<file path="config.mk">
export PLATFORM = sky130hd
export DESIGN_NAME = gt_sweep_driver
export DESIGN_NICKNAME = d
export VERILOG_FILES = /design/src/rtl/gt_sweep_driver.sv
export SDC_FILE = /design/constraint.sdc
export NUM_CORES = 1
export LEC_CHECK = 0
export BUFFER_PORTS_ARGS = -buffer_cell sky130_fd_sc_hd__buf_2
export CAP_MARGIN = 20
export CORE_ASPECT_RATIO = 1.75
export CORE_MARGIN = 10
export CORE_UTILIZATION = 45
export DETAILED_ROUTE_END_ITERATION = 10
export GPL_ROUTABILITY_DRIVEN = 0
export PLACE_DENSITY = 0.69
export REMOVE_ABC_BUFFERS = 1
export SYNTH_ARGS = -nofsm -noshare
export SYNTH_HDL_FRONTEND = slang
export SYNTH_SLANG_ARGS = --single-unit
</file>
<file path="constraint.sdc">
create_clock -name clk -period 2.05 [get_ports clk]
set_input_delay 0.205 -clock clk [delete_from_list [all_inputs] [get_ports clk]]
set_output_delay 0.205 -clock clk [all_outputs]
set_load 0.05 [all_outputs]
</file>
<file path="src/rtl/gt_sweep_driver.sv">
// Clocked stimulus/checker for a greater_than comparator: sweeps every {A,B} pair,
// holds each for HOLD_CYCLES, and scores the sampled F against A>B.
module gt_sweep_driver #(
    parameter int unsigned WIDTH       = 2,
    parameter int unsigned HOLD_CYCLES = 20
) (
    input  logic               clk,
    input  logic               rst,
    input  logic               start,
    output logic [WIDTH-1:0]   a_out,
    output logic [WIDTH-1:0]   b_out,
    input  logic               f_in,
    output logic               busy,
    output logic               done,
    output logic [2*WIDTH:0]   gt_count,
    output logic [2*WIDTH:0]   err_count,
    output logic               err_seen,
    output logic [2*WIDTH-1:0] first_err_idx
);

    localparam int unsigned IW = 2 * WIDTH;
    localparam int unsigned CW = IW + 1;
    localparam int unsigned HW = $clog2(HOLD_CYCLES);

    localparam logic [IW-1:0] LastIdx  = {IW{1'b1}};
    localparam logic [HW-1:0] LastHold = HW'(HOLD_CYCLES - 1);

    typedef enum logic [1:0] {StIdle, StDrive, StDone} state_e;

    state_e          state_q, state_d;
    logic [IW-1:0]   idx_q, idx_d;
    logic [HW-1:0]   hold_q, hold_d;
    logic [CW-1:0]   gt_count_q, gt_count_d;
    logic [CW-1:0]   err_count_q, err_count_d;
    logic            err_seen_q, err_seen_d;
    logic [IW-1:0]   first_err_idx_q, first_err_idx_d;
    logic            expect_gt;

    assign expect_gt = idx_q[IW-1:WIDTH] > idx_q[WIDTH-1:0];

    always_comb begin
        state_d         = state_q;
        idx_d           = idx_q;
        hold_d          = hold_q;
        gt_count_d      = gt_count_q;
        err_count_d     = err_count_q;
        err_seen_d      = err_seen_q;
        first_err_idx_d = first_err_idx_q;

        unique case (state_q)
            StIdle: begin
                if (start) begin
                    state_d         = StDrive;
                    idx_d           = '0;
                    hold_d          = '0;
                    gt_count_d      = '0;
                    err_count_d     = '0;
                    err_seen_d      = 1'b0;
                    first_err_idx_d = '0;
                end
            end
            StDrive: begin
                if (hold_q == LastHold) begin
                    gt_count_d = gt_count_q + CW'(f_in);
                    if (f_in != expect_gt) begin
                        err_count_d = err_count_q + CW'(1);
                        err_seen_d  = 1'b1;
                        // Only the first mismatch of a sweep is recorded.
                        if (!err_seen_q) begin
                            first_err_idx_d = idx_q;
                        end
                    end
                    hold_d = '0;
                    if (idx_q == LastIdx) begin
                        state_d = StDone;
                    end else begin
                        idx_d = idx_q + IW'(1);
                    end
                end else begin
                    hold_d = hold_q + HW'(1);
                end
            end
            StDone: begin
                state_d = StIdle;
            end
            default: begin
                state_d = StIdle;
            end
        endcase
    end

    always_ff @(posedge clk) begin
        if (rst) begin
            state_q         <= StIdle;
            idx_q           <= '0;
            hold_q          <= '0;
            gt_count_q      <= '0;
            err_count_q     <= '0;
            err_seen_q      <= 1'b0;
            first_err_idx_q <= '0;
        end else begin
            state_q         <= state_d;
            idx_q           <= idx_d;
            hold_q          <= hold_d;
            gt_count_q      <= gt_count_d;
            err_count_q     <= err_count_d;
            err_seen_q      <= err_seen_d;
            first_err_idx_q <= first_err_idx_d;
        end
    end

    assign busy          = (state_q == StDrive);
    assign done          = (state_q == StDone);
    assign a_out         = busy ? idx_q[IW-1:WIDTH] : '0;
    assign b_out         = busy ? idx_q[WIDTH-1:0] : '0;
    assign gt_count      = gt_count_q;
    assign err_count     = err_count_q;
    assign err_seen      = err_seen_q;
    assign first_err_idx = first_err_idx_q;

endmodule
</file>
**After elaboration in Yosys (flattened, before gate mapping)**

Cells that the tools add are included.

- Flip-flop bits (word level): 26
- Input port bits: 4
- Output and inout port bits: 21

- Equality and inequality tests: 11
- Reductions and logical operators: 8
- $lt $le $gt $ge: 1
- Add/subtract/negate cells: 4
- Mux-type cells: 26

Operator list:

| operator | count |
|---|---|
| $pmux 5 s2 | 3 |
| $mux 5 | 5 |
| $mux 4 | 6 |
| $pmux 4 s2 | 2 |
| $add 5x1->5 const B | 2 |
| $mux 2 | 5 |
| $reduce_and 4->1 | 2 |
| $ne 2x1->1 const B | 3 |
| $ne 2x2->1 const B | 3 |
| $reduce_and 3->1 | 2 |
| $add 5x1->5 | 1 |
| $eq 5x5->1 const B | 1 |
| $reduce_and 5->1 | 1 |
| $add 4x1->4 const B | 1 |
| $eq 4x4->1 const B | 1 |
| $pmux 2 s2 | 1 |
| $mux 1 | 3 |
| $eq 2x1->1 const B | 1 |
| $eq 2x2->1 const B | 1 |
| $gt 2x2->1 | 1 |
| $logic_not 2->1 | 1 |
| $pmux 1 s2 | 1 |
| $reduce_and 2->1 | 1 |
| $reduce_bool 2->1 | 1 |
| $ne 1x1->1 | 1 |

**Longest topological paths before layout**

- Depth in word-level cells: 5
- Mapped depth: 7
- Gate-level depth less buffers: 7

**Worst setup path after synthesis**

Ideal clock, no wire load.

- Path type: reg2out
- Start: register state_q[1]
- End: output a_out[1]
- Slack: -0.028 ns
- Path buffers: 2
- Data required time: 1.845 ns
- Stages on the path, launching flop included: 6
- Arrival: 1.873 ns
- Path through: dfxtp_1 nand2b_1 buf_2 clkinv_1 clkbuf_1 and2_1

- Cells in the longest elaborated chain, start to end: 2

Ends and longest elaborated chain:

| element | RTL line | text |
|---|---|---|
| from (decl) | 30 | `state_e state_q, state_d;` |
| from (signal assigned) | 94 | `state_q <= StIdle;` |
| from (signal assigned) | 102 | `state_q <= state_d;` |
| $eq 2x1->1 | 112 | `assign busy = (state_q == StDrive);` |
| via busy | 13 | `output logic busy,` |
| $mux 2 | 114 | `assign a_out = busy ? idx_q[IW-1:WIDTH] : '0;` |
| to (decl) | 10 | `output logic [WIDTH-1:0] a_out,` |

The timed path passes the listed nets, and every way through them passes these cells.

**Final worst setup path**

- Start: register idx_q[1]
- End: register first_err_idx_q[3] (netlist: first_err_idx[3])

- Cells in the longest elaborated chain, start to end: 4

Ends and longest elaborated chain:

| element | RTL line | text |
|---|---|---|
| from (decl) | 31 | `logic [IW-1:0] idx_q, idx_d;` |
| from (signal assigned) | 103 | `idx_q <= idx_d;` |
| $gt 2x2->1 | 39 | `assign expect_gt = idx_q[IW-1:WIDTH] > idx_q[WIDTH-1:0];` |
| $ne 1x1->1 | 65 | `if (f_in != expect_gt) begin` |
| $ne 2x1->1 (no source line) | - |  |
| $reduce_and 5->1 (no source line) | - |  |
| to (signal assigned) | 108 | `first_err_idx_q <= first_err_idx_d;` |
| to (decl) | 36 | `logic [IW-1:0] first_err_idx_q, first_err_idx_d;` |

Every way passes these cells.
A chain may end at the register's enable or synchronous reset.

==> results.toml <==
[synth]
synth_most_common_cell = "dfxtp_1"
yosysSeqAreaShare = 0.381
synthArstFlopShare = 0
postSynthCellCount = 162
synth_cell_types = 44
syn_area_mm2 = 0.00137
synth_edf_count = 0
synth_common_cells = "26 x dfxtp_1, 17 x nor2_1, 15 x nand2_1"
ys_top_cells_by_area = "dfxtp_1 38%, ha_1 6.4%, nor2_1 4.7%"
synth_top_area_frac = 0.381
yosysWarningCount = 0
synth_area_per_cell_um2 = 8.44
yosysTopAreaCell = "dfxtp_1"
ys_seq_elements = 26
synth_flop_cell = "dfxtp_1"

[power]
power_density_mw_per_mm2 = 546
switching_share = 0.264
power_mw = 0.911
combPwrFrac = 0.109
seqPwrFrac = 0.568
intPower_mw = 0.671
power.switching_mw = 0.240
ir_drop_mv = 0.588
p_leak_nw = 0.695
p_clk_frac = 0.324

[clock_tree]
root_buffer = "clkbuf_8"
clock-sinks = 26
cts-buffers-inserted = 3
clk_pin_slew_worst_paths_ns = 0.09
cts_tree = "done"
htreeDepth = 1
clkLatencyLatePin_ns = 0.27
clockBufferDepth = 2

[global_route]
grt_use_total = 0.133
overflow = 0
grt_pass1_vias = 1366
grt_max_degree = 20
grt_pass1_wl_um = 6150
antenna_found_initial = 0

[critical_path]
crit_slowest_cell = "a221o_1"
crit_type = "register to register"
required_ns = 2.22
critical_path.top_delay_family = "compound AO/OA/AOI/OAI gates"
start_kind = "register"
cp_slowest_stage_delay_ns = 0.39
cp-end-kind = "register"
reg2regPathDepth = 7
path_max_fanout = 5
worstPathArrival_ns = 2.16
crit_buf_inv = 1
path_cells = "inv_2 > ha_4 > nand2b_4 > a221o_1 > a211oi_4 > nor4b_1 > a311o_1"
crit_cells = 7

[cells_and_area]
final_net_count = 208
seq_area_um2 = 524
multi_input_area_um2 = 826
area_growth_pct = 22.1
antenna_cells = 0
fillCellCount = 287
drive_above_1_share = 0.272
final_util = 0.571

[detailed_routing]
routed_wl_um = 3680
drt-pass1-iter-count = 4
drt_iter0_markers = 58
route.detailed.drc = 0
ant_nets = 0
via_per_inst = 6.12
vias = 1364
wl_per_cell_um = 16.5

[status]
status = "finished, final reports clean"

[floorplan]
die_area_mm2 = 0.00573
ios = 25
die_x_um = 61.7
coreArea_mm2 = 0.00293
rows = 26
start_util = 0.467
fp.dieH_um = 92.9

[placement]
hpwl_um = 2740
numPortBuffers = 24
pre_cts_ws_ns = -0.0260

[timing]
final-max-slew-violation-count = 0
fin_skew_ns = 0.00237
setup-tns-final_ns = 0
slew_headroom = 0.598
period_share = 0.970
layout_min_cycle_time_ns = 1.99
hold_violations = 0
tightest_slew_ns = 0.600
final-setup-viol-count = 0
max_freq_mhz = 503
fin_ws_ns = 0.0606

[min_path]
hp-class = "input port to register"
holdPathStages = 3

[run]
drv_cap = 0
-- worst paths after layout --
check	to	slack, ns	start
max	first_err_idx[3]	0.06	idx_q[1]
min	state_q[0]	0.29	start
max reg2reg	first_err_idx[3]	0.06	idx_q[1]
min reg2reg	gt_count[0]	0.48	gt_count[0]
-- sequential cells by signal, summed over array words and instances, names as in the netlist --
name,count
idx_q,4
hold_q,5
gt_count,5
first_err_idx,4
err_seen,1
state_q,2
err_count,5
-- worst min-delay path, cell delays in order --
cell and delay, ns:
buf_2 0.11, o21bai_1 0.15, a211oi_1 0.06
-- through the flow --
stage / area (um2) / hold slack, ns / cells
6_report: 1670 / 0.286 / 223
5_1_grt: 1670 / 0.285 / 223
4_1_cts: 1640 / 0.289 / 222
3_5_place_dp: 1590 / 0.471 / 219
3_3_place_gp: 1590 / 0.456 / 219
2_1_floorplan: 1340 / 0.274 / 155
-- routing by layer --
layer  vias to the layer above  wire length, um  GRT usage
met5                         -                0          0
met4                         0               80     0.0431
met3                        10              149     0.0205
met2                        35             1970      0.245
met1                       656             1480      0.144
li1                        663                -          -
-- area by class of cell --
class                           instances  area share
Multi-Input combinational cell        122       0.494
Sequential cell                        26       0.314
Timing Repair Buffer                   37       0.130
Clock buffer                            3      0.0247
Tap cell                               28      0.0210
Inverter                                7      0.0157
-- power groups by stage --
stage                     logic, mW  clock network [mW]  registers, mW
after floorplan              0.0517                   0          0.534
after global placement       0.0940                   0          0.528
after detailed placement     0.0965                   0          0.529
after CTS                    0.0968               0.299          0.517
after global routing          0.109               0.313          0.519
final                        0.0991               0.295          0.517
-- cells in the final DEF, fill, tap and decap left out, drive strengths merged, types with 2 or more instances in the layout --
| cell type | Yosys | routed |
|---|---|---|
| nand2b | 2 | 2 |
| a211oi | 3 | 3 |
| o21ai | 7 | 7 |
| and3 | 5 | 5 |
| o221ai | 3 | 3 |
| a311o | 2 | 2 |
| nand4b | 2 | 2 |
| dfxtp | 26 | 26 |
| nor4b | 2 | 2 |
| and2 | 4 | 4 |
| xor2 | 4 | 4 |
| a21oi | 11 | 11 |
| inv | 5 | 5 |
| nand3 | 9 | 9 |
| nor2 | 17 | 17 |
| nand4 | 4 | 4 |
| nor2b | 2 | 2 |
| a31oi | 3 | 3 |
| ha | 7 | 7 |
| nand2 | 15 | 15 |
| o211ai | 3 | 3 |
| clkbuf | 6 | 3 |
| clkinv | 2 | 2 |
| buf | 1 | 37 |
-- cell families (layout without fill, tap and decap cells) --
family | Yosys count | after routing | synth area share
AOI/OAI and AO/OA | 41 | 41 | 0.218
xor gates and xnor gates | 4 | 4 | 0.0256
adders and majority gates | 7 | 7 | 0.0640
buffers and inverters | 14 | 47 | 0.0393
DFF | 26 | 26 | 0.381
muxes | 1 | 1 | 0.00732
and+or+nand+nor | 69 | 69 | 0.265
-- what timing repair did --
action	in CTS	in global routing
resized for setup	1	8
pin swaps	1	6
hold buffers	0	0
endpoints found under the hold margin	0	0
buffers inserted	0	1
setup endpoints to repair	3	3
Power figures use the tool's default switching activity.
